[src/rtl/sync_down_timer.sv]
// sync_down_timer
// Loadable N-bit down-counter used as a programmable interval timer.
// A load captures a start value into both the count and a reload register
// and starts the RUN state. Each enabled clock counts down by one. The edge
// that finds the count at zero is the expiry edge, and it raises a one-cycle
// UF pulse. On that edge the timer either reloads the start value (AUTO=1)
// or stops in DONE (AUTO=0).
//
// Ports:
//   CLK  - system clock, all state updates on the rising edge
//   RST  - asynchronous active-high reset
//   EN   - count enable
//   LOAD - synchronous parallel load strobe, takes priority over EN
//   D    - load value (N bits)
//   AUTO - 1 = auto-reload on expiry, 0 = one-shot; sampled at the expiry edge
//   Q    - current count (registered)
//   TC   - terminal count, combinational (Q == 0)
//   UF   - underflow/expiry pulse, one clock wide (registered)
//   BUSY - high while the timer is in RUN (registered)

module sync_down_timer #(
  parameter int N = 4
) (
  input  logic         CLK,
  input  logic         RST,
  input  logic         EN,
  input  logic         LOAD,
  input  logic [N-1:0] D,
  input  logic         AUTO,
  output logic [N-1:0] Q,
  output logic         TC,
  output logic         UF,
  output logic         BUSY
);

  typedef enum logic [1:0] {
    IDLE = 2'd0,
    RUN  = 2'd1,
    DONE = 2'd2
  } state_t;

  localparam logic [N-1:0] ONE = {{(N-1){1'b0}}, 1'b1};

  state_t       state;
  logic [N-1:0] count;
  logic [N-1:0] reload;
  logic         uf_reg;
  logic         busy_reg;

  // Single FSM register block.
  // BUSY is registered alongside the state, so it tracks state == RUN with
  // no extra delay.
  // UF defaults low on every edge. It goes high only on an expiry edge, which
  // makes it a pulse exactly one clock wide.
  // The count is decremented only while it is non-zero, so it can never wrap
  // around to all ones.
  always_ff @(posedge CLK or posedge RST) begin
    if (RST) begin
      state    <= IDLE;
      count    <= '0;
      reload   <= '0;
      uf_reg   <= 1'b0;
      busy_reg <= 1'b0;
    end else begin
      uf_reg <= 1'b0;
      if (LOAD) begin
        // A load wins over everything, including an expiry on the same edge.
        count    <= D;
        reload   <= D;
        state    <= RUN;
        busy_reg <= 1'b1;
      end else begin
        case (state)
          RUN: begin
            if (EN) begin
              if (count != '0) begin
                count <= count - ONE;
              end else if (AUTO) begin
                count  <= reload;
                uf_reg <= 1'b1;
              end else begin
                uf_reg   <= 1'b1;
                state    <= DONE;
                busy_reg <= 1'b0;
              end
            end
          end
          default: begin
            // In IDLE and DONE the count is already zero and EN is ignored.
            count    <= count;
            busy_reg <= 1'b0;
          end
        endcase
      end
    end
  end

  assign Q    = count;
  assign TC   = (count == '0);
  assign UF   = uf_reg;
  assign BUSY = busy_reg;

endmodule

[config.mk]
export PLATFORM = sky130hd
export DESIGN_NAME = sync_down_timer
export DESIGN_NICKNAME = d
export VERILOG_FILES = /design/src/rtl/sync_down_timer.sv
export SDC_FILE = /design/constraint.sdc
export NUM_CORES = 1
export LEC_CHECK = 0
export ABC_AREA = 1
export CAP_MARGIN = 20
export CORE_UTILIZATION = 46
export DETAILED_ROUTE_END_ITERATION = 12
export PLACE_DENSITY = 0.75
export SLEW_MARGIN = 20
export SYNTH_ARGS = -nofsm -noshare
export SYNTH_HDL_FRONTEND = slang
export SYNTH_SLANG_ARGS = --single-unit
export TNS_END_PERCENT = 5
[constraint.sdc]
create_clock -name CLK -period 1.32 [get_ports CLK]
set_input_delay 0.264 -clock CLK [delete_from_list [all_inputs] [get_ports CLK]]
set_output_delay 0.264 -clock CLK [all_outputs]
set_load 0.02 [all_outputs]
# --- After elaboration in Yosys (flattened, before gate mapping) ---
# Cells that the tools add are included.
# W data, S select, Z words.
op_classes:
  addsub: 1
  n_reduce_logical: 8
  muxes: 19
  eq_ne: 6
op_table:
  columns: ["op", "n"]
  rows:
  - ["$mux W4", 5]
  - ["$mux W2", 5]
  - ["$mux W1", 9]
  - ["$ne A3 B3 Y1 const B", 3]
  - ["$reduce_and A3 Y1", 2]
  - ["$logic_not A4 Y1", 1]
  - ["$ne A2 B2 Y1 const B", 2]
  - ["$reduce_and A4 Y1", 1]
  - ["$reduce_bool A2 Y1", 2]
  - ["$reduce_bool A4 Y1", 1]
  - ["$sub A4 B1 Y4 const B", 1]
  - ["$reduce_bool A3 Y1", 1]
  - ["$eq A2 B1 Y1 const B", 1]
totals:
  in_bits: 9
  wordCells: 39
  register_bits: 12
  out_inout_bits: 7

# --- Logic depth before layout (Yosys ltp) ---
# Gate-level depths: netlist (run 1).
logic_depth:
  depth_word: 5
  depth_mapped: 9
  mapped_depth_nobuf: 9

# --- Least setup slack after synthesis (run 1) ---
# OpenSTA, ideal clock, no wires.
synth_timing:
  path_kind: "reg2reg"
  from: "reg count[0] (netlist: Q[0])"
  to: "reg count[0] (netlist: Q[0])"
  stages_incl_launch_ff: 10
  synth_period_minus_slack_ps: 1379
  path_buffers: 0
  t_required_ps: 1203
  setup_time_ps: 117
  path_slack_ps: -59
  arrival_time_ps: 1262
  path_cell_list: "dfrtp_1 -> inv_1 -> ha_1 -> nand2_2 -> inv_4 -> nand2_1 -> nand3_1 -> nand2_1 -> nand2_1 -> nand2_1"
synth_between:
  elab_chain_cells: 5
  word_cells_on_any_way: 8
  classes_between: "add/sub (1); mux (4); reduce/logical (3)"
synth_rtl:
  columns: ["item", "line_no", "source"]
  rows:
  - ["start: declaration", "45", "logic [N-1:0] count;"]
  - ["start signal: assignment", "77", "count <= count - ONE;"]
  - ["start signal: assignment", "79", "count <= reload;"]
  - ["start signal: assignment", "90", "count <= count;"]
  - ["$sub A4 B1 Y4 / $reduce_bool A4 Y1 (equally long branches)", "77, 76", null]
  - ["$mux W4", "76", "if (count != '0) begin"]
  - ["$mux W4", "75", "if (EN) begin"]
  - ["$mux W4", "73", "case (state)"]
  - ["$mux W4", "66", "if (LOAD) begin"]
# Several ways; a longest one is shown, not always the timed one. The select of a mux whose other input is x is not followed.
# A chain may end at the register's enable or synchronous reset.

# --- Worst setup path in the final report (run 1) ---
layout_timing:
  from: "reg count[0] (netlist: Q[0])"
  to: "out TC"
layout_between:
  elab_chain_cells: 1
layout_rtl:
  columns: ["item", "line_no", "source"]
  rows:
  - ["$logic_not A4 Y1", "99", "assign TC = (count == '0);"]
  - ["end: declaration", "31", "output logic TC,"]
# No other way between the ends.

==> results.py, run 1 <==
metrics = {
    "cells_and_area": {
        "mostFrequentLayoutCells": "sky130_fd_sc_hd__nand2_1 (31), sky130_fd_sc_hd__buf_4 (22), sky130_fd_sc_hd__dfrtp_1 (10), sky130_fd_sc_hd__clkdlybuf4s50_1 (8), sky130_fd_sc_hd__nand3_1 (7)",
        "finish.utilization_pct": 79.4,
        "area_growth_syn_to_fin_pct": 59.5,
        "filler_instances": 86,
        "layout-drive-gt1-share_pct": 41.6,
        "layout.cells.most_common": "sky130_fd_sc_hd__nand2_1",
        "ff_latch_area_um2": 303,
        "multi_input_logic_area_um2": 334,
        "fin_nets": 136,
        "insertedDiodeCount": 0,
    },
    "power_and_ir_drop": {
        "clockPowerShare_pct": 22.5,
        "leakagePower_nw": 0.545,
        "share_comb_of_total_power_pct": 44.4,
        "pwr-share-seq_pct": 33.1,
        "internal_power_mw": 0.876,
        "power_switching_share_pct": 35.9,
        "vdd.ir_drop.worst_uv": 1050,
        "switching_power_mw": 0.490,
        "power.density_cell_area_mw_per_mm2": 1310,
        "p_total_mw": 1.37,
    },
    "setup_path": {
        "cp-start-kind": "flip-flop",
        "timing.setup.critical_path_class": "reg -> out",
        "worst-endpoint-required_ps": 1060,
        "critical_path_peak_fanout": 2,
        "timing.critical_path.arrival_ps": 1140,
        "end_kind": "output port",
    },
    "clock_network": {
        "cts.clk_slew.worst_paths_ps": 90,
        "clock_sink_count": 12,
        "cts-root-buf": "sky130_fd_sc_hd__clkbuf_4",
        "postCtsHoldBufs": 0,
        "tritoncts.num_buffers": 3,
        "maximum_clock_insertion_buffer_count": 2,
        "cts_max_level": 1,
        "tritoncts": "built",
        "clock_insertion_delay_worst_skew_ps": 280,
    },
    "sta": {
        "worst_hold_slack_ps": 211,
        "finalSetupViolations": 2,
        "finalHoldViolCount": 0,
        "setup_total_negative_slack_ps": -87.6,
        "maxSlewHeadroom_pct": 80.8,
        "tightest_slew_ps": 287,
        "maxClockFrequency_mhz": 712,
        "finalCritPeriodShare_pct": 106,
        "timing_max_transition_violations_final": 0,
        "finalWorstSetupSlack_ps": -84.7,
        "final_setup_skew_ps": 13.1,
        "layout_min_cycle_time_ps": 1400,
        "grt_setup_unrepaired": "true",
    },
    "route": {
        "drt_wl_total_um": 1720,
        "drt_first_iter_violations": 10,
        "route.detailed.wl_per_inst_um": 12.3,
        "dr_total_vias": 674,
        "post-route-drc-count": 0,
        "detailedRoute.firstPassIterationCount": 5,
        "detail_route.vias_per_cell": 4.81,
        "antenna_left": 0,
    },
    "grt": {
        "initial_antenna_violation_count": 0,
        "grt.overflow.total": 0,
        "grt_pass1_vias": 605,
        "grt_pass1_wl_um": 2440,
        "grt_max_degree": 8,
        "grt_util_all_layers_pct": 24.0,
    },
    "yosys": {
        "synth.cell_area_um2": 656,
        "yosysUniqueCellTypes": 20,
        "synth.net_count": 95,
        "syn-instance-count": 85,
        "post_synthesis_average_cell_area_um2": 7.71,
        "yosysWarningCount": 0,
        "yosys_register_bits": 12,
        "synth_sequential_area_ratio_pct": 45.8,
    },
    "placed_design": {
        "routabilityCongestion": 0.924,
        "pre_cts_slack_ps": -306,
        "half_perimeter_wire_length_of_the_detailed_placement_result_um": 1270,
        "io_buffer_count": 15,
    },
    "run": {
        "drv_cap": 0,
    },
    "floorplan": {
        "die_width_um": 39.8,
        "fp-row-count": 13,
        "io_pins": 16,
        "core_region_area_mm2": 0.00132,
        "dieArea_mm2": 0.00158,
        "chipHeight_um": 39.8,
        "floorplan.initialDensity_pct": 49.8,
    },
    "status": {
        "run_status": "finished with violations",
        "violations": "setup timing",
    },
    "min_path": {
        "min_path_type": "in -> async",
    },
}
## synthesized netlist by cell type, drive strengths merged
library cell / number / area [um2]
a21oi: 3 / 18.8
nor2: 6 / 32.5
o211ai: 2 / 15.0
buf: 1 / 11.3
o21ai: 3 / 15.0
ha: 1 / 12.5
nand4: 1 / 12.5
nand3: 10 / 55.1
inv: 13 / 53.8
nand2: 32 / 123
dfrtp: 12 / 300
nor4: 1 / 6.26
## worst max-delay path, stage by stage, from the launching register on
cell and delay [ps]:
sky130_fd_sc_hd__dfrtp_2 420, sky130_fd_sc_hd__inv_2 80, sky130_fd_sc_hd__ha_4 150, sky130_fd_sc_hd__nand2_4 50
sky130_fd_sc_hd__inv_4 50, sky130_fd_sc_hd__buf_6 100
## stage by stage
step | area, um2 | std cells
global route | 1050 | 140
global placement | 968 | 134
floorplan | 661 | 85
CTS | 988 | 138
finish | 1050 | 140
detailed placement | 968 | 134
## power groups by stage
stage | sequential [mW] | combinational [mW] | clock [mW]
floorplan | 0.510 | 0.227 | 0
global placement | 0.453 | 0.545 | 0
detailed placement | 0.457 | 0.559 | 0
CTS | 0.451 | 0.536 | 0.305
global route | 0.457 | 0.669 | 0.318
finish | 0.452 | 0.607 | 0.308
## state kept, by name, summed over array words and instances (netlist names)
| register | flops |
|---|---|
| BUSY | 1 |
| state | 2 |
| UF | 1 |
| Q | 4 |
| reload | 4 |
## timing repair
item                       4_1_cts  5_1_grt
setup endpoints to repair       10        7
resized for setup               24       12
pin swaps                        1        2
cloned                           0        0
buffers inserted                 0        2
## kinds of logic after synthesis
kind of cell	count (synthesis)	synth area share (%)
AO/OA/AOI/OAI	8	7.44
adder cells (fa/ha/maj)	1	1.91
buffers and inverters	14	9.92
flip-flops	12	45.8
AND/OR/NAND/NOR	50	34.9
## per-layer routing
layer / vias to the layer above / GRT usage (%) / share of wire [%]
met2: 15 / 41.8 / 51
met1: 306 / 28.3 / 45
met5: - / 0 / 0
li1: 349 / - / -
met4: 0 / 11.2 / 1.6
met3: 4 / 3.41 / 2.6
## cell type report
cell class / count / area share [%]
inverters: 13 / 5.14
well taps: 15 / 1.79
clock buffers: 4 / 3.47
repair buffers: 37 / 28.7
multi-input cells: 59 / 31.9
flip-flops and latches: 12 / 28.9
## path summary, 6_finish.rpt
kind	slack, ps	depth (start not counted)	to	start
max reg2reg	10	8	Q[3]	Q[0]
min	210	2	reload[1]	RST
min in group CLK	490	2	reload[1]	reload[1]
max	-80	5	TC	Q[0]
max in group asynchronous	710	3	BUSY	RST
min reg2reg	490	2	reload[1]	reload[1]
(Power assumes the default switching activity.)
==> inputs of run 2 (changes only) <==
--- a/config.mk
+++ b/config.mk
@@ -7,9 +7,9 @@
 export LEC_CHECK = 0
 export ABC_AREA = 1
 export CAP_MARGIN = 20
-export CORE_UTILIZATION = 46
+export CORE_UTILIZATION = 25
 export DETAILED_ROUTE_END_ITERATION = 12
-export PLACE_DENSITY = 0.75
+export PLACE_DENSITY = 0.55
 export SLEW_MARGIN = 20
 export SYNTH_ARGS = -nofsm -noshare
 export SYNTH_HDL_FRONTEND = slang
==> constraint.sdc (replaced) <==
create_clock -name CLK -period 1.64 [get_ports CLK]
set_input_delay 0.328 -clock CLK [delete_from_list [all_inputs] [get_ports CLK]]
set_output_delay 0.328 -clock CLK [all_outputs]
set_load 0.02 [all_outputs]
==> run 2 against run 1 <==
Against the previous run:
- the flow now finishes without violations
- non-clock buffer count shrank 10
- critical path type unchanged
- worst setup slack better by 180 ps
- sequential cell count unchanged
==> results.py, run 2 (same netlist as run 1, synthesis figures left out) <==
metrics = {
    "sta": {
        "finalSetupViolations": 0,
        "finalWorstSetupSlack_ps": 97.8,
        "finalHoldViolCount": 0,
        "layout_min_cycle_time_ps": 1540,
        "timing_max_transition_violations_final": 0,
        "maxClockFrequency_mhz": 648,
        "final_setup_skew_ps": 1.22,
        "finalCritPeriodShare_pct": 94.0,
        "worst_hold_slack_ps": 374,
        "tightest_slew_ps": 479,
        "grt_setup_unrepaired": "false",
        "maxSlewHeadroom_pct": 68.1,
    },
    "placed_design": {
        "routabilityCongestion": 0.768,
        "io_buffer_count": 15,
        "dp.cells": 141,
        "half_perimeter_wire_length_of_the_detailed_placement_result_um": 1160,
        "pre_cts_slack_ps": -21.7,
    },
    "clock_network": {
        "maximum_clock_insertion_buffer_count": 2,
        "tritoncts": "built",
        "cts-root-buf": "sky130_fd_sc_hd__clkbuf_4",
        "cts.clk_slew.worst_paths_ps": 70,
        "tritoncts.num_buffers": 3,
        "clock_insertion_delay_worst_skew_ps": 270,
        "clock_sink_count": 12,
        "post_cts.repair.setup_buffers": 0,
        "cts_max_level": 1,
    },
    "floorplan": {
        "core_region_area_mm2": 0.00248,
        "io_pins": 16,
        "fp-row-count": 18,
        "die_width_um": 53.2,
        "chipHeight_um": 53.2,
        "floorplan.initialDensity_pct": 26.5,
        "dieArea_mm2": 0.00283,
    },
    "grt": {
        "grt_max_degree": 13,
        "grt.overflow.total": 0,
        "grt_pass1_vias": 580,
        "grt_pass1_wl_um": 2590,
        "initial_antenna_violation_count": 0,
        "grt_util_all_layers_pct": 13.5,
    },
    "setup_path": {
        "max_stage_delay_ps": 600,
        "crit_buf_inv": 1,
        "cp-start-kind": "flip-flop",
        "setup.reg_to_reg.worst_slack_ps": 350,
        "timing.setup.critical_path_class": "reg -> out",
        "critical_path_peak_fanout": 2,
        "end_kind": "output port",
        "crit_chain": "clkdlybuf4s50_1",
        "timing.critical_path.arrival_ps": 1210,
        "path_delay_family": "buffers and inverters",
        "worst-endpoint-required_ps": 1310,
        "critical_path.slowest_cell": "sky130_fd_sc_hd__clkdlybuf4s50_1",
    },
    "cells_and_area": {
        "finish.cell_count_without_fillers": 144,
        "mostFrequentLayoutCells": "sky130_fd_sc_hd__nand2_1 (31), sky130_fd_sc_hd__dfrtp_1 (12), sky130_fd_sc_hd__buf_4 (12), sky130_fd_sc_hd__clkdlybuf4s50_1 (10), sky130_fd_sc_hd__nand3_1 (9)",
        "filler_instances": 275,
        "layout.cells.most_common": "sky130_fd_sc_hd__nand2_1",
        "fin_nets": 126,
        "layout-drive-gt1-share_pct": 24.6,
        "area_growth_syn_to_fin_pct": 42.9,
        "insertedDiodeCount": 0,
    },
    "power_and_ir_drop": {
        "switching_power_mw": 0.328,
        "p_total_mw": 0.933,
        "internal_power_mw": 0.605,
        "vdd.ir_drop.worst_uv": 569,
        "power.density_cell_area_mw_per_mm2": 996,
        "pwr-share-seq_pct": 38.4,
        "clockPowerShare_pct": 18.9,
        "leakagePower_nw": 0.481,
        "power_switching_share_pct": 35.2,
        "share_comb_of_total_power_pct": 42.7,
    },
    "route": {
        "met1_routed_length_um": 709,
        "drt_first_iter_violations": 4,
        "wl_met2_um": 672,
        "post-route-drc-count": 0,
        "dr_total_vias": 634,
        "drt_wl_total_um": 1500,
        "route.top_layer_used": "met4",
        "detailedRoute.firstPassIterationCount": 4,
        "route.detailed.wl_per_inst_um": 10.4,
        "met3_length_um": 97,
        "detail_route.vias_per_cell": 4.40,
        "antenna_left": 0,
    },
    "status": {
        "run_status": "finished clean",
    },
    "min_path": {
        "min_path_type": "in -> async",
    },
    "run": {
        "drv_cap": 0,
    },
}
## run 2: layout make-up
cell class / instances / area [um2] / area share (%)
inverters: 13 / 53.8 / 5.74
repair buffers: 27 / 230 / 24.6
multi-input cells: 59 / 293 / 31.2
clock buffers: 3 / 22.5 / 2.40
well taps: 30 / 37.5 / 4.01
flip-flops and latches: 12 / 300 / 32.0
## run 2: worst reg2reg max path: cells and delay by family, from the launching register on
family	cells	cell delay, ps
AOI/OAI and AO/OA	1	40
and+or+nand+nor	3	330
adders and majority gates	1	180
DFF	1	380
buffers and inverters	3	260
## run 2: worst paths after layout
path,from,end,cells past startpoint
worst max-delay path,BUSY,BUSY,1
worst min-delay path,RST,state[0],2
worst max register to register,Q[1],Q[3],8
worst min register to register,state[0],state[0],2
max in group asynchronous,RST,Q[0],2
min in group CLK,state[0],state[0],2
## run 2: power by group through the flow
stage,registers [mW],logic (mW),clock network [mW]
after global routing,0.364,0.448,0.205
after detailed placement,0.365,0.420,0
final,0.359,0.398,0.176
after CTS,0.359,0.406,0.186
after floorplan,0.408,0.180,0
after global placement,0.363,0.421,0
## run 2: per-stage QoR
step | util [%] | cell area [um2] | setup TNS (ps)
finish | 37.8 | 937 | 0
global route | 37.8 | 937 | 0
CTS | 38.0 | 941 | 0
detailed placement | 37.2 | 922 | -21.7
global placement | 37.2 | 922 | -8.70
floorplan | - | 656 | 0
## run 2: repair_timing
item | in CTS | in global routing
setup endpoints to repair | 5 | 1
hold buffers | 0 | 0
gates resized for setup | 7 | 2
gates cloned | 0 | 0
## run 2: layer usage
metal | vias to the layer above | GRT usage [%]
li1 | 331 | -
met1 | 284 | 16.2
met2 | 17 | 21.0
met3 | 2 | 5.75
met4 | 0 | 5.26
met5 | - | 0
==> inputs of run 3 (changes only) <==
--- a/config.mk
+++ b/config.mk
@@ -9,7 +9,7 @@
 export CAP_MARGIN = 20
 export CORE_UTILIZATION = 25
 export DETAILED_ROUTE_END_ITERATION = 12
-export PLACE_DENSITY = 0.55
+export GPL_TIMING_DRIVEN = 1
 export SLEW_MARGIN = 20
 export SYNTH_ARGS = -nofsm -noshare
 export SYNTH_HDL_FRONTEND = slang
==> run 3 against run 2 <==
Against the previous run:
- worst setup slack got worse by 31 ps
- final cell count increased by 0.69%
- hold slack got worse by 15 ps
- critical path depth unchanged
- first-iteration DRC count increased to 4.0 times the previous value
- core utilization increased by 0.45 points
- critical path type unchanged
- largest cell class unchanged
==> results.py, run 3 (same netlist as run 1, synthesis figures left out) <==
metrics = {
    "sta": {
        "finalCritPeriodShare_pct": 95.9,
        "tightest_slew_ps": 484,
        "grt_setup_unrepaired": "false",
        "finalWorstSetupSlack_ps": 66.9,
        "final_setup_skew_ps": 3.02,
        "finalSetupViolations": 0,
        "maxSlewHeadroom_pct": 67.7,
        "finalHoldViolCount": 0,
        "layout_min_cycle_time_ps": 1570,
        "timing_max_transition_violations_final": 0,
        "maxClockFrequency_mhz": 636,
    },
    "clock_network": {
        "clock_sink_count": 12,
        "cts.clk_slew.worst_paths_ps": 80,
        "maximum_clock_insertion_buffer_count": 2,
        "tritoncts.num_buffers": 3,
        "postCtsHoldBufs": 0,
        "cts_max_level": 1,
        "cts-root-buf": "sky130_fd_sc_hd__clkbuf_4",
        "tritoncts": "built",
        "clock_insertion_delay_worst_skew_ps": 280,
    },
    "grt": {
        "grt_max_degree": 13,
        "grt.overflow.total": 0,
        "grt_pass1_vias": 664,
        "grt_pass1_wl_um": 2690,
        "initial_antenna_violation_count": 0,
        "grt_util_all_layers_pct": 13.6,
    },
    "route": {
        "met1_routed_length_um": 738,
        "antenna_left": 0,
        "post-route-drc-count": 0,
        "route.detailed.wl_per_inst_um": 10.9,
        "drt_first_iter_violations": 16,
        "detail_route.vias_per_cell": 4.59,
        "dr_total_vias": 666,
        "drt_wl_total_um": 1580,
        "detailedRoute.firstPassIterationCount": 4,
        "wl_met2_um": 732,
        "met3_length_um": 63,
        "route.top_layer_used": "met4",
    },
    "setup_path": {
        "path_delay_family": "buffers and inverters",
        "critical_path.slowest_cell": "sky130_fd_sc_hd__clkdlybuf4s50_1",
        "worst-endpoint-required_ps": 1310,
        "critical_path_peak_fanout": 2,
        "end_kind": "output port",
        "max_stage_delay_ps": 600,
        "cp-start-kind": "flip-flop",
        "timing.setup.critical_path_class": "reg -> out",
        "timing.critical_path.arrival_ps": 1250,
        "crit_chain": "clkdlybuf4s50_1",
        "crit_buf_inv": 1,
    },
    "cells_and_area": {
        "mostFrequentLayoutCells": "sky130_fd_sc_hd__nand2_1 (31), sky130_fd_sc_hd__dfrtp_1 (12), sky130_fd_sc_hd__buf_4 (12), sky130_fd_sc_hd__clkdlybuf4s50_1 (10), sky130_fd_sc_hd__nand3_1 (9)",
        "finish.cell_count_without_fillers": 145,
        "filler_instances": 262,
        "layout.cells.most_common": "sky130_fd_sc_hd__nand2_1",
        "area_growth_syn_to_fin_pct": 44.7,
        "design_area_um2": 948,
        "insertedDiodeCount": 0,
        "layout-drive-gt1-share_pct": 24.3,
        "fin_nets": 126,
    },
    "floorplan": {
        "floorplan.initialDensity_pct": 26.5,
        "fp-row-count": 18,
        "chipHeight_um": 53.2,
        "die_width_um": 53.2,
        "io_pins": 16,
        "dieArea_mm2": 0.00283,
        "core_region_area_mm2": 0.00248,
    },
    "power_and_ir_drop": {
        "clockPowerShare_pct": 24.0,
        "power_switching_share_pct": 35.0,
        "pwr-share-seq_pct": 35.6,
        "vdd.ir_drop.worst_uv": 468,
        "p_total_mw": 1.01,
        "switching_power_mw": 0.352,
        "power.density_cell_area_mw_per_mm2": 1060,
        "internal_power_mw": 0.654,
        "share_comb_of_total_power_pct": 40.4,
        "leakagePower_nw": 0.490,
    },
    "placed_design": {
        "detailed_place.area_um2": 922,
        "pre_cts_slack_ps": -15.1,
        "half_perimeter_wire_length_of_the_detailed_placement_result_um": 1210,
        "io_buffer_count": 15,
        "routabilityCongestion": 0.847,
        "dp.cells": 141,
    },
    "status": {
        "run_status": "finished clean",
    },
    "run": {
        "drv_cap": 0,
    },
    "min_path": {
        "min_path_type": "in -> async",
    },
}
-- run 3: worst paths after layout --
check | from | end | slack (ps) | cells after the start
max in group asynchronous | RST | Q[0] | 950 | 2
worst max register to register | Q[0] | Q[1] | 290 | 8
worst max-delay path | BUSY | BUSY | 70 | 1
min in group CLK | reload[1] | reload[1] | 480 | 2
worst min register to register | reload[1] | reload[1] | 480 | 2
worst min-delay path | RST | reload[0] | 360 | 2
-- run 3: timing repair --
action	in CTS	in global routing
buffers inserted	0	0
setup endpoints to repair	5	0
gates resized for setup	8	0
-- run 3: per-stage QoR --
| step | util, % | setup TNS [ps] | hold WS [ps] |
|---|---|---|---|
| after floorplan | - | 0 | 193 |
| after detailed placement | 37.2 | -15.1 | 460 |
| after global placement | 37.2 | -8.04 | 457 |
| after global routing | 38.3 | 0 | 417 |
| after CTS | 38.3 | 0 | 368 |
| final | 38.3 | 0 | 359 |
-- run 3: metal layers --
metal  GRT usage [%]  up-vias
li1                -      332
met1            16.8      307
met2            20.8       22
met3            2.30        5
met4            10.1        0
met5               0        -
-- run 3: power by group through the flow --
stage	clock network, mW	registers, mW	logic [mW]
detailed placement	0	0.365	0.424
global route	0.261	0.363	0.454
finish	0.241	0.359	0.407
CTS	0.248	0.359	0.409
floorplan	0	0.408	0.180
global placement	0	0.363	0.424
-- run 3: layout make-up --
cell class	instances	area, um2	share of cell area [%]
sequential	12	300	31.7
multi-input combinational	59	290	30.6
timing repair buffer	27	230	24.3
inverter	13	53.8	5.67
tap	30	37.5	3.96
clock buffer	4	36.3	3.83
